==> config.mk <==
export PLATFORM = sky130hd
export DESIGN_NAME = mist_blank_gen
export DESIGN_NICKNAME = d
export VERILOG_FILES = /design/src/rtl/mist_video_pkg.sv /design/src/rtl/mist_sync_pol.sv /design/src/rtl/mist_blank_gen.sv
export SDC_FILE = /design/constraint.sdc
export NUM_CORES = 1
export LEC_CHECK = 0
export ABC_AREA = 1
export BUFFER_PORTS_ARGS = -buffer_cell sky130_fd_sc_hd__buf_2
export CAP_MARGIN = 30
export CORE_MARGIN = 5
export CORE_UTILIZATION = 49
export CTS_BUF_LIST = sky130_fd_sc_hd__clkbuf_8 sky130_fd_sc_hd__clkbuf_16
export DETAILED_ROUTE_END_ITERATION = 16
export GPL_TIMING_DRIVEN = 0
export PLACE_DENSITY = 0.75
export SYNTH_ARGS = -nofsm -noshare
export SYNTH_HDL_FRONTEND = slang
export SYNTH_SLANG_ARGS = --single-unit
==> constraint.sdc <==
create_clock -name clk_sys -period 3.6 [get_ports clk_sys]
set_clock_uncertainty 0.05 [all_clocks]
set_input_delay 0.36 -clock clk_sys [delete_from_list [all_inputs] [get_ports clk_sys]]
set_output_delay 0.36 -clock clk_sys [all_outputs]
set_load 0.05 [all_outputs]
==> src/rtl/mist_video_pkg.sv <==
// Shared video definitions for the MiST blanking generator.
// Holds the horizontal FSM state encoding and the default datapath widths.
package mist_video_pkg;

  localparam int unsigned DEF_COLOR_DEPTH = 6;
  localparam int unsigned DEF_HCNT_WIDTH  = 10;
  localparam int unsigned DEF_VCNT_WIDTH  = 9;

  typedef enum logic [1:0] {
    H_SYNC   = 2'd0,
    H_BACK   = 2'd1,
    H_ACTIVE = 2'd2,
    H_FRONT  = 2'd3
  } h_state_t;

endpackage

==> src/rtl/mist_sync_pol.sv <==
// Sync polarity detector.
// Measures the high time of a sync signal against its period (rising edge to
// rising edge, counted in en strobes). A sync that is high for less than half
// of its period is reported as active-high.
// Ports:
//   clk, rst_n  clock, async active-low reset
//   en          sample strobe (pixel enable, or one strobe per line)
//   sync_in     raw sync input
//   act_high    registered result, 1 = sync is active-high
module mist_sync_pol #(
  parameter int unsigned CNT_WIDTH = 10
) (
  input  logic clk,
  input  logic rst_n,
  input  logic en,
  input  logic sync_in,
  output logic act_high
);

  localparam logic [CNT_WIDTH-1:0] CNT_MAX = '1;

  logic                 prev;
  logic                 rise_c;
  logic [CNT_WIDTH-1:0] high_cnt;
  logic [CNT_WIDTH-1:0] per_cnt;

  assign rise_c = sync_in & ~prev;

  // Period/high-time counters; decision taken at each raw rising edge.
  always_ff @(posedge clk or negedge rst_n) begin
    if (!rst_n) begin
      prev     <= 1'b0;
      high_cnt <= '0;
      per_cnt  <= '0;
      act_high <= 1'b0;
    end else if (en) begin
      prev <= sync_in;
      if (rise_c) begin
        act_high <= ({high_cnt, 1'b0} < {1'b0, per_cnt});
        high_cnt <= CNT_WIDTH'(1);
        per_cnt  <= CNT_WIDTH'(1);
      end else begin
        if (sync_in && (high_cnt != CNT_MAX)) high_cnt <= high_cnt + CNT_WIDTH'(1);
        if (per_cnt != CNT_MAX)               per_cnt  <= per_cnt + CNT_WIDTH'(1);
      end
    end
  end

endmodule

==> src/rtl/mist_blank_gen.sv <==
// Blanking generator for MiST video cores.
// Derives hblank/vblank windows from the core syncs and programmable
// start/end positions, blanks the colour outputs and re-emits active-low
// syncs, all with one ce_pix of latency.
// Optional feature: define MIST_BLANK_GEN_POLARITY_DETECT_EN to detect sync
// polarity automatically; otherwise hs_in/vs_in are taken as active-low.
// Ports:
//   clk_sys, reset_n          clock, async active-low reset
//   ce_pix                    pixel enable
//   hs_in, vs_in, r/g/b_in    core video
//   h_start, h_end            active pixel window (from hsync leading edge)
//   v_start, v_end            active line window (from vsync leading edge)
//   r/g/b_out, hs_out, vs_out blanked video, active-low syncs
//   hblank, vblank            active-high blanking
//   line_len                  ce_pix count of the last complete line
module mist_blank_gen
  import mist_video_pkg::*;
#(
  parameter int unsigned COLOR_DEPTH = DEF_COLOR_DEPTH,
  parameter int unsigned HCNT_WIDTH  = DEF_HCNT_WIDTH,
  parameter int unsigned VCNT_WIDTH  = DEF_VCNT_WIDTH
) (
  input  logic                   clk_sys,
  input  logic                   reset_n,
  input  logic                   ce_pix,
  input  logic                   hs_in,
  input  logic                   vs_in,
  input  logic [COLOR_DEPTH-1:0] r_in,
  input  logic [COLOR_DEPTH-1:0] g_in,
  input  logic [COLOR_DEPTH-1:0] b_in,
  input  logic [HCNT_WIDTH-1:0]  h_start,
  input  logic [HCNT_WIDTH-1:0]  h_end,
  input  logic [VCNT_WIDTH-1:0]  v_start,
  input  logic [VCNT_WIDTH-1:0]  v_end,
  output logic [COLOR_DEPTH-1:0] r_out,
  output logic [COLOR_DEPTH-1:0] g_out,
  output logic [COLOR_DEPTH-1:0] b_out,
  output logic                   hs_out,
  output logic                   vs_out,
  output logic                   hblank,
  output logic                   vblank,
  output logic [HCNT_WIDTH-1:0]  line_len
);

  localparam logic [HCNT_WIDTH-1:0] HCNT_MAX = '1;
  localparam logic [VCNT_WIDTH-1:0] VCNT_MAX = '1;

  logic                  hs_pol_high;
  logic                  vs_pol_high;
  logic                  hs_act_c;
  logic                  vs_act_c;
  logic                  hs_prev;
  logic                  vs_prev;
  logic                  hs_lead_c;
  logic                  vs_lead_c;
  logic [HCNT_WIDTH-1:0] hcnt;
  logic [HCNT_WIDTH-1:0] hcnt_nxt_c;
  logic [VCNT_WIDTH-1:0] vcnt;
  logic [VCNT_WIDTH-1:0] vcnt_nxt_c;
  h_state_t              state;
  h_state_t              state_nxt_c;
  logic                  hblank_c;
  logic                  vblank_c;
  logic                  blank_c;

`ifdef MIST_BLANK_GEN_POLARITY_DETECT_EN
  // hsync measured per pixel, vsync measured per line.
  mist_sync_pol #(.CNT_WIDTH(HCNT_WIDTH)) u_hs_pol (
    .clk      (clk_sys),
    .rst_n    (reset_n),
    .en       (ce_pix),
    .sync_in  (hs_in),
    .act_high (hs_pol_high)
  );

  mist_sync_pol #(.CNT_WIDTH(VCNT_WIDTH)) u_vs_pol (
    .clk      (clk_sys),
    .rst_n    (reset_n),
    .en       (ce_pix & hs_lead_c),
    .sync_in  (vs_in),
    .act_high (vs_pol_high)
  );
`else
  assign hs_pol_high = 1'b0;
  assign vs_pol_high = 1'b0;
`endif

  // Normalised syncs: 1 = sync asserted.
  assign hs_act_c = hs_pol_high ? hs_in : ~hs_in;
  assign vs_act_c = vs_pol_high ? vs_in : ~vs_in;

  // Counters and horizontal state for the pixel currently on the inputs.
  always_comb begin
    hs_lead_c = hs_act_c & ~hs_prev;
    vs_lead_c = vs_act_c & ~vs_prev;

    hcnt_nxt_c = hcnt;
    if (hs_lead_c)             hcnt_nxt_c = '0;
    else if (hcnt != HCNT_MAX) hcnt_nxt_c = hcnt + HCNT_WIDTH'(1);

    vcnt_nxt_c = vcnt;
    if (vs_lead_c)                         vcnt_nxt_c = '0;
    else if (hs_lead_c && vcnt != VCNT_MAX) vcnt_nxt_c = vcnt + VCNT_WIDTH'(1);

    // Chained so that back porch / active boundaries can fall on any pixel.
    state_nxt_c = state;
    if (hs_lead_c) state_nxt_c = H_SYNC;
    if (state_nxt_c == H_SYNC && !hs_act_c) state_nxt_c = H_BACK;
    if (state_nxt_c == H_BACK && hcnt_nxt_c == h_start)
      state_nxt_c = (h_end > h_start) ? H_ACTIVE : H_FRONT;
    if (state_nxt_c == H_ACTIVE && hcnt_nxt_c == h_end) state_nxt_c = H_FRONT;
    // A lost hsync must not leave the active window open.
    if (state_nxt_c == H_ACTIVE && hcnt_nxt_c == HCNT_MAX) state_nxt_c = H_FRONT;

    hblank_c = (state_nxt_c != H_ACTIVE) || (h_end <= h_start);
    vblank_c = !((vcnt_nxt_c >= v_start) && (vcnt_nxt_c < v_end));
    blank_c  = hblank_c | vblank_c;
  end

  // State, counters and all outputs advance only on ce_pix.
  always_ff @(posedge clk_sys or negedge reset_n) begin
    if (!reset_n) begin
      hs_prev  <= 1'b1;
      vs_prev  <= 1'b1;
      hcnt     <= '0;
      vcnt     <= '0;
      state    <= H_FRONT;
      r_out    <= '0;
      g_out    <= '0;
      b_out    <= '0;
      hs_out   <= 1'b1;
      vs_out   <= 1'b1;
      hblank   <= 1'b1;
      vblank   <= 1'b1;
      line_len <= '0;
    end else if (ce_pix) begin
      hs_prev <= hs_act_c;
      vs_prev <= vs_act_c;
      hcnt    <= hcnt_nxt_c;
      vcnt    <= vcnt_nxt_c;
      state   <= state_nxt_c;
      r_out   <= blank_c ? '0 : r_in;
      g_out   <= blank_c ? '0 : g_in;
      b_out   <= blank_c ? '0 : b_in;
      hs_out  <= ~hs_act_c;
      vs_out  <= ~vs_act_c;
      hblank  <= hblank_c;
      vblank  <= vblank_c;
      if (hs_lead_c && hcnt != HCNT_MAX) line_len <= hcnt + HCNT_WIDTH'(1);
    end
  end

endmodule

* Yosys cells after proc, flatten, opt, wreduce, memory -nomap -nowiden
Index checks and enable logic that the tools add are counted.
** Operators by class
- Add/subtract/negate cells :: 2
- $mul :: 0
- Divide/modulo/power cells :: 0
- Order comparisons :: 4
- Equal/unequal tests :: 9
- Shift operators :: 0
- Mux-type cells :: 13
- Bitwise gates (word level) :: 7
- Reduce and logical (&&, ||, !) cells :: 11
** Operators with widths (number)
- $eq A10 B10 Y1 :: 2
- $mux W10 :: 2
- $mux W6 :: 3
- $mux W9 :: 2
- $add A10 B1 Y10 const B :: 1
- $eq A10 B10 Y1 const B :: 1
- $gt A10 B10 Y1 :: 1
- $le A10 B10 Y1 :: 1
- $mux W2 :: 5
- $ne A10 B10 Y1 const B :: 1
- $add A9 B1 Y9 const B :: 1
- $ge A9 B9 Y1 :: 1
- $lt A9 B9 Y1 :: 1
- $ne A9 B9 Y1 const B :: 1
- $logic_and A1 B1 Y1 :: 7
- $eq A2 B2 Y1 const B :: 2
- $not A1 Y1 :: 4
- $and A1 B1 Y1 :: 2
- $eq A2 B1 Y1 const B :: 1
- $logic_not A2 Y1 :: 1
- $ne A2 B2 Y1 const B :: 1
- $reduce_and A2 Y1 :: 1
- $logic_not A1 Y1 :: 1
- $logic_or A1 B1 Y1 :: 1
- 2 further kinds :: 2
** Word-level totals
- Flip-flop bits (word level) :: 55
- Latch bits :: 0
- Memory bits (writable) :: 0
- ROM bits :: 0
- Input bits :: 61
- Output and inout bits :: 32
- Logic and storage cells :: 59
- Memories kept :: 0

* Longest topological paths before layout
- Depth after elaboration :: 19
- Gate-level depth with buffers :: 23
- Depth with buffers taken out :: 22

* Worst setup path before layout
OpenSTA, ideal clock, no wires.
- Path type :: flip-flop to flip-flop
- Start point :: register vcnt[0]
- End point :: register g_out[3]
- Setup time :: 66 ps
- Arrival time :: 3272 ps
- Required time :: 3484 ps
- Slack :: 213 ps
- Cell stages (with the launch flop) :: 24
- Buffers on the path :: 1
- Period minus slack after synthesis :: 3387 ps
- Path through :: dfrtp_1 > ha_1 > inv_1 > nor4_1 > ha_1 > nor2_1 > nand2_1 > nor3_1 > nand2_1 > nor2_1 > nand2_1 > o21ai_0 > a21oi_1 > ha_1 > nand2_1 > inv_1 > nand3_1 > nor3_1 > nand2_1 > o2111ai_1 > nor2_1 > buf_2 > nand3_1 > nand2_1
** On the way
- Cells in the longest elaborated chain, start to end :: 9
- Elaborated cells on any way between the ends :: 11
- Those cells by class :: add/sub (1); order compare (2); eq/ne (1); mux (3); bitwise (1); reduce/logical (3)
** Ends and longest elaborated chain
- start: declaration :: RTL line mist_blank_gen.sv:58 : logic [VCNT_WIDTH-1:0] vcnt;
- start signal: assignment :: RTL line mist_blank_gen.sv:140 : vcnt <= vcnt_nxt_c;
- branches (longest 2 deep; another with $add A9 B1 Y9)
- $mux W9 * :: RTL line mist_blank_gen.sv:103 : else if (hs_lead_c && vcnt != VCNT_MAX) vcnt_nxt_c = vcnt + VCNT_WIDTH'(1);
- $mux W9 * :: RTL line mist_blank_gen.sv:102 : if (vs_lead_c) vcnt_nxt_c = '0;
- via vcnt_nxt_c[7] :: RTL line mist_blank_gen.sv:59 : logic [VCNT_WIDTH-1:0] vcnt_nxt_c;
- $ge A9 B9 Y1 or $lt A9 B9 Y1 (tied branches) :: RTL line mist_blank_gen.sv:116 : vblank_c = !((vcnt_nxt_c >= v_start) && (vcnt_nxt_c < v_end));
- $logic_and A1 B1 Y1 * :: RTL line mist_blank_gen.sv:116
- $logic_not A1 Y1 * :: RTL line mist_blank_gen.sv:116
- $or A1 B1 Y1 * :: RTL line mist_blank_gen.sv:117 : blank_c = hblank_c | vblank_c;
- $mux W6 * :: RTL line mist_blank_gen.sv:143 : g_out <= blank_c ? '0 : g_in;
- end signal: assignment :: RTL line mist_blank_gen.sv:143
- end: declaration :: RTL line mist_blank_gen.sv:36 : output logic [COLOR_DEPTH-1:0] g_out,
Mark *: on every way through the listed nets, which the timed path passes.
A chain may end at the register's enable or synchronous reset.

* Final worst setup path
- Start point :: register vcnt[0]
- End point :: register g_out[0]
Same word-level chain as after synthesis.

==> results by group <==
Setup path
  • Crit Path Class: reg -> reg
  • Worst Path Max Fanout: 5
  • Crit path largest cell delay: between 0.4 and 0.5 ns
  • WP data arrival: 3.64 ns
  • Slowest CP cell: dfrtp_1
  • Critical Path End Type: flip-flop
  • CP Cell Sequence: ha_2 > inv_1 > nor4_2 > ha_2 > nor2_4 > nand2_2 > nor3_2 > nand2_1 > nor2_2 > nand2_2 > o21ai_2 > a21oi_2 > ha_1 > nand2_2 > inv_1 > nand3_1 > nor3_2 > nand2_1 > o2111ai_2 > nor2_4 > buf_4 > nand3_1 > nand2_1
  • Sum of buffers and inverters on the critical path: 3
  • Worst EP required: 3.81 ns
  • CP top delay family: simple AND/OR/NAND/NOR gates
  • Worst Setup Start Kind: flip-flop

Route
  • Post-route ant nets: 0
  • Initial DRT Pass Iterations: 6
  • Initial DRC count: 256
  • DRC: 0
  • DR WL/cell: between 10 and 15 µm
  • Final wirelength: 9585 µm
  • Vias/cell: ~5.2
  • Vias: 3698

Cells and area
  • # fillers: 682
  • Final #Nets: between 700 and 800
  • Layout cells sized above 1: 25.04%
  • Register Area: between 1000 and 1500 µm²
  • Multi-input gate area: ~2100 µm²
  • Area Growth Syn to Fin: 22.77%
  • Ant diodes: 0

Run status
  • Status: finished, final reports clean

STA
  • Count of pins over their slew limit: 0
  • Max_slew headroom: 66.82%
  • Minimum clock period: roughly 3.4 ns
  • Fmax: 0.2914 GHz
  • Setup WS post-layout: 0.1687 ns
  • Fin. Hold Viols: 0
  • Worst-Margin Slew: 0.4978 ns
  • Final Setup Violations: 0
  • Final period utilization: 95.31%
  • Worst hold slack: approximately 0.17 ns

Placement
  • Worst slack, placed: -0.6042 ns
  • PortBufs: 92
  • GP Congestion: 0.9040
  • Placed wire-length estimate: 7589 µm

Floorplan
  • Boundary Pins: between 90 and 100
  • Starting Density: 50.74%
  • Core area: 7331 µm²
  • Die footprint: 9434 µm²
  • Die height: 97.13 µm
  • Die width: 97.13 µm
  • Core Rows: 31

Global route
  • GR Overflow Total: 0
  • Initial antenna violation count: 0
  • First-pass GRT wire length: 15810 µm
  • Vias in the first global route: 3495
  • Largest net degree at the start of global routing: slightly above 40
  • Total global-route track usage: about a fifth

Power and ir drop
  • Standby leakage power: 2.506 nW
  • Power density over the cells: 336.1 nW/µm²
  • VDD IR max: 0.0001544 V

Job
  • MaxCap Viol Count: 0

Synth
  • Ranking of synthesized cells by area: dfrtp_1, nand2_1, ha_1
  • Syn Inst Count: 510
  • Syn Nets: 601
  • Yosys top cell area share: 31.62%
  • Register bit total from synthesis: 55
  • Netlist cell types: 37
  • Post-synthesis sequential area ratio: 37.27%
  • Synthesized area: ~3700 µm²
  • Synth warn: 0
  • Post-Syn Area per Cell: 7.294 µm²
  • Yosys top cell by area: dfrtp_1

Clocking
  • Htree depth: 2
  • CTS buffer count: 5
  • CTS tree: yes
  • Root buffer cell: clkbuf_8
  • Clk slew on worst S/H paths: around 0.11 ns
  • Maximum buffer depth of the clock tree: 2
  • Worst skew pair latency: between 0.3 and 0.4 ns
  • Clock Sinks: 55

Min path
  • Worst min path class: in -> reg
-- power by group --
| part | switching [mW] | total, mW | internal (mW) |
|---|---|---|---|
| clock network | 0.222 | 0.361 | 0.140 |
| registers | 0.0332 | 0.701 | 0.668 |
| logic | 0.314 | 0.473 | 0.158 |
| total | 0.569 | 1.53 | 0.966 |
-- synth_stat cells --
library cell / number
nand2_1: 159
inv_1: 63
nand3_1: 49
dfrtp_1: 47
o21ai_0: 34
nor2_1: 33
ha_1: 30
a21oi_1: 16
clkbuf_1: 9
nand4_1: 9
dfstp_2: 8
nand2_2: 5
nand3_2: 5
nor3_1: 5
nand3b_1: 4
xor2_1: 4
a211oi_1: 3
nor2_4: 3
a31oi_1: 2
buf_2: 2
nor4_1: 2
o211ai_1: 2
xnor2_1: 2
a21o_1: 1
a22oi_1: 1
buf_1: 1
buf_6: 1
clkinv_1: 1
mux2_2: 1
nand3_4: 1
nor2_2: 1
o2111ai_1: 1
o21bai_1: 1
o21bai_2: 1
o31ai_1: 1
o32a_1: 1
or2_2: 1
-- routing by layer --
layer / vias up / share of wire [%] / global-route usage (%)
met4: 0 / 0.51 / 3.132
met3: 6 / 8.3 / 5.097
met1: 1710 / 45 / 27.16
met5: - / 0 / 0
met2: 104 / 46 / 31.74
li1: 1878 / - / -
-- worst register-to-register path: stages (launching register included) --
cell,delay [ns]
dfrtp_1,0.42
ha_2,0.22
inv_1,0.07
nor4_2,0.05
ha_2,0.19
nor2_4,0.15
nand2_2,0.08
nor3_2,0.21
nand2_1,0.12
nor2_2,0.18
nand2_2,0.09
o21ai_2,0.13
a21oi_2,0.06
ha_1,0.29
nand2_2,0.07
inv_1,0.06
nand3_1,0.12
nor3_2,0.05
nand2_1,0.10
o2111ai_2,0.13
nor2_4,0.22
buf_4,0.17
nand3_1,0.08
nand2_1,0.07
-- registers in the layout, summed over array words and instances, names as in the netlist --
| name | cells |
|---|---|
| g_out | 6 |
| hcnt | 10 |
| r_out | 6 |
| hs_prev | 1 |
| hblank | 1 |
| hs_out | 1 |
| b_out | 6 |
| vblank | 1 |
| line_len | 10 |
| vcnt | 9 |
| vs_out | 1 |
| vs_prev | 1 |
| state | 2 |
-- through the flow --
step	setup TNS (ns)	cell area, µm²	power, mW	instances	utilization, %
after floorplan	0	3720	1.010	510	-
after global placement	-6.405	4304	1.138	701	58.71
after detailed placement	-8.994	4324	1.155	702	58.99
after CTS	0	4449	1.516	712	60.69
after global routing	-0.03561	4567	1.624	718	62.30
final	0	4567	1.535	718	62.30
-- layout by cell type, fill, tap and decap left out, drive strengths merged, types with 4 or more instances in the layout --
| master | count |
|---|---|
| nand2 | 164 |
| buf | 104 |
| inv | 63 |
| nand3 | 55 |
| dfrtp | 47 |
| nor2 | 37 |
| o21ai | 34 |
| ha | 30 |
| a21oi | 16 |
| clkbuf | 14 |
| nand4 | 9 |
| dfstp | 8 |
| nor3 | 5 |
| xor2 | 4 |
| nand3b | 4 |
-- final cells by class --
| class | count | area share [%] |
|---|---|---|
| buffer | 13 | 1.425 |
| clock buffer | 5 | 1.507 |
| clock inverter | 3 | 0.5479 |
| inverter | 64 | 5.260 |
| multi-input combinational | 378 | 46.22 |
| sequential | 55 | 30.36 |
| tap | 99 | 2.712 |
| timing repair buffer | 101 | 11.97 |
-- kinds of logic (layout without fill, tap and decap cells) --
family | count (synthesis) | in the layout | share of synthesized area, %
compound gates | 64 | 64 | 9.687
xor+xnor | 6 | 6 | 1.413
fa+ha+maj | 30 | 30 | 10.09
buf+inv | 77 | 186 | 8.039
flops | 55 | 55 | 37.27
mux | 1 | 1 | 0.3027
simple gates | 277 | 277 | 33.20
-- repair_timing --
action                                  CTS  global route
hold buffers                              1             0
pin swaps                                 1             4
setup buffers                             1             5
gates cloned                              0             1
hold endpoints to repair                 15             0
resized for setup                         4            22
endpoints found under the setup margin   19            19
-- path summary, 6_finish.rpt --
check | start | slack (ns) | depth (start not counted) | to
max | vcnt[0] | 0.17 | 23 | g_out[0]
max in group asynchronous | reset_n | 2.46 | 3 | state[0]
min reg2reg | vs_out | 0.42 | 2 | vs_out
min | vs_in | 0.17 | 2 | vs_prev
min in group asynchronous | reset_n | 0.43 | 2 | line_len[8]
max reg2reg | vcnt[0] | 0.17 | 23 | g_out[0]
Power figures use the tool's default switching activity.
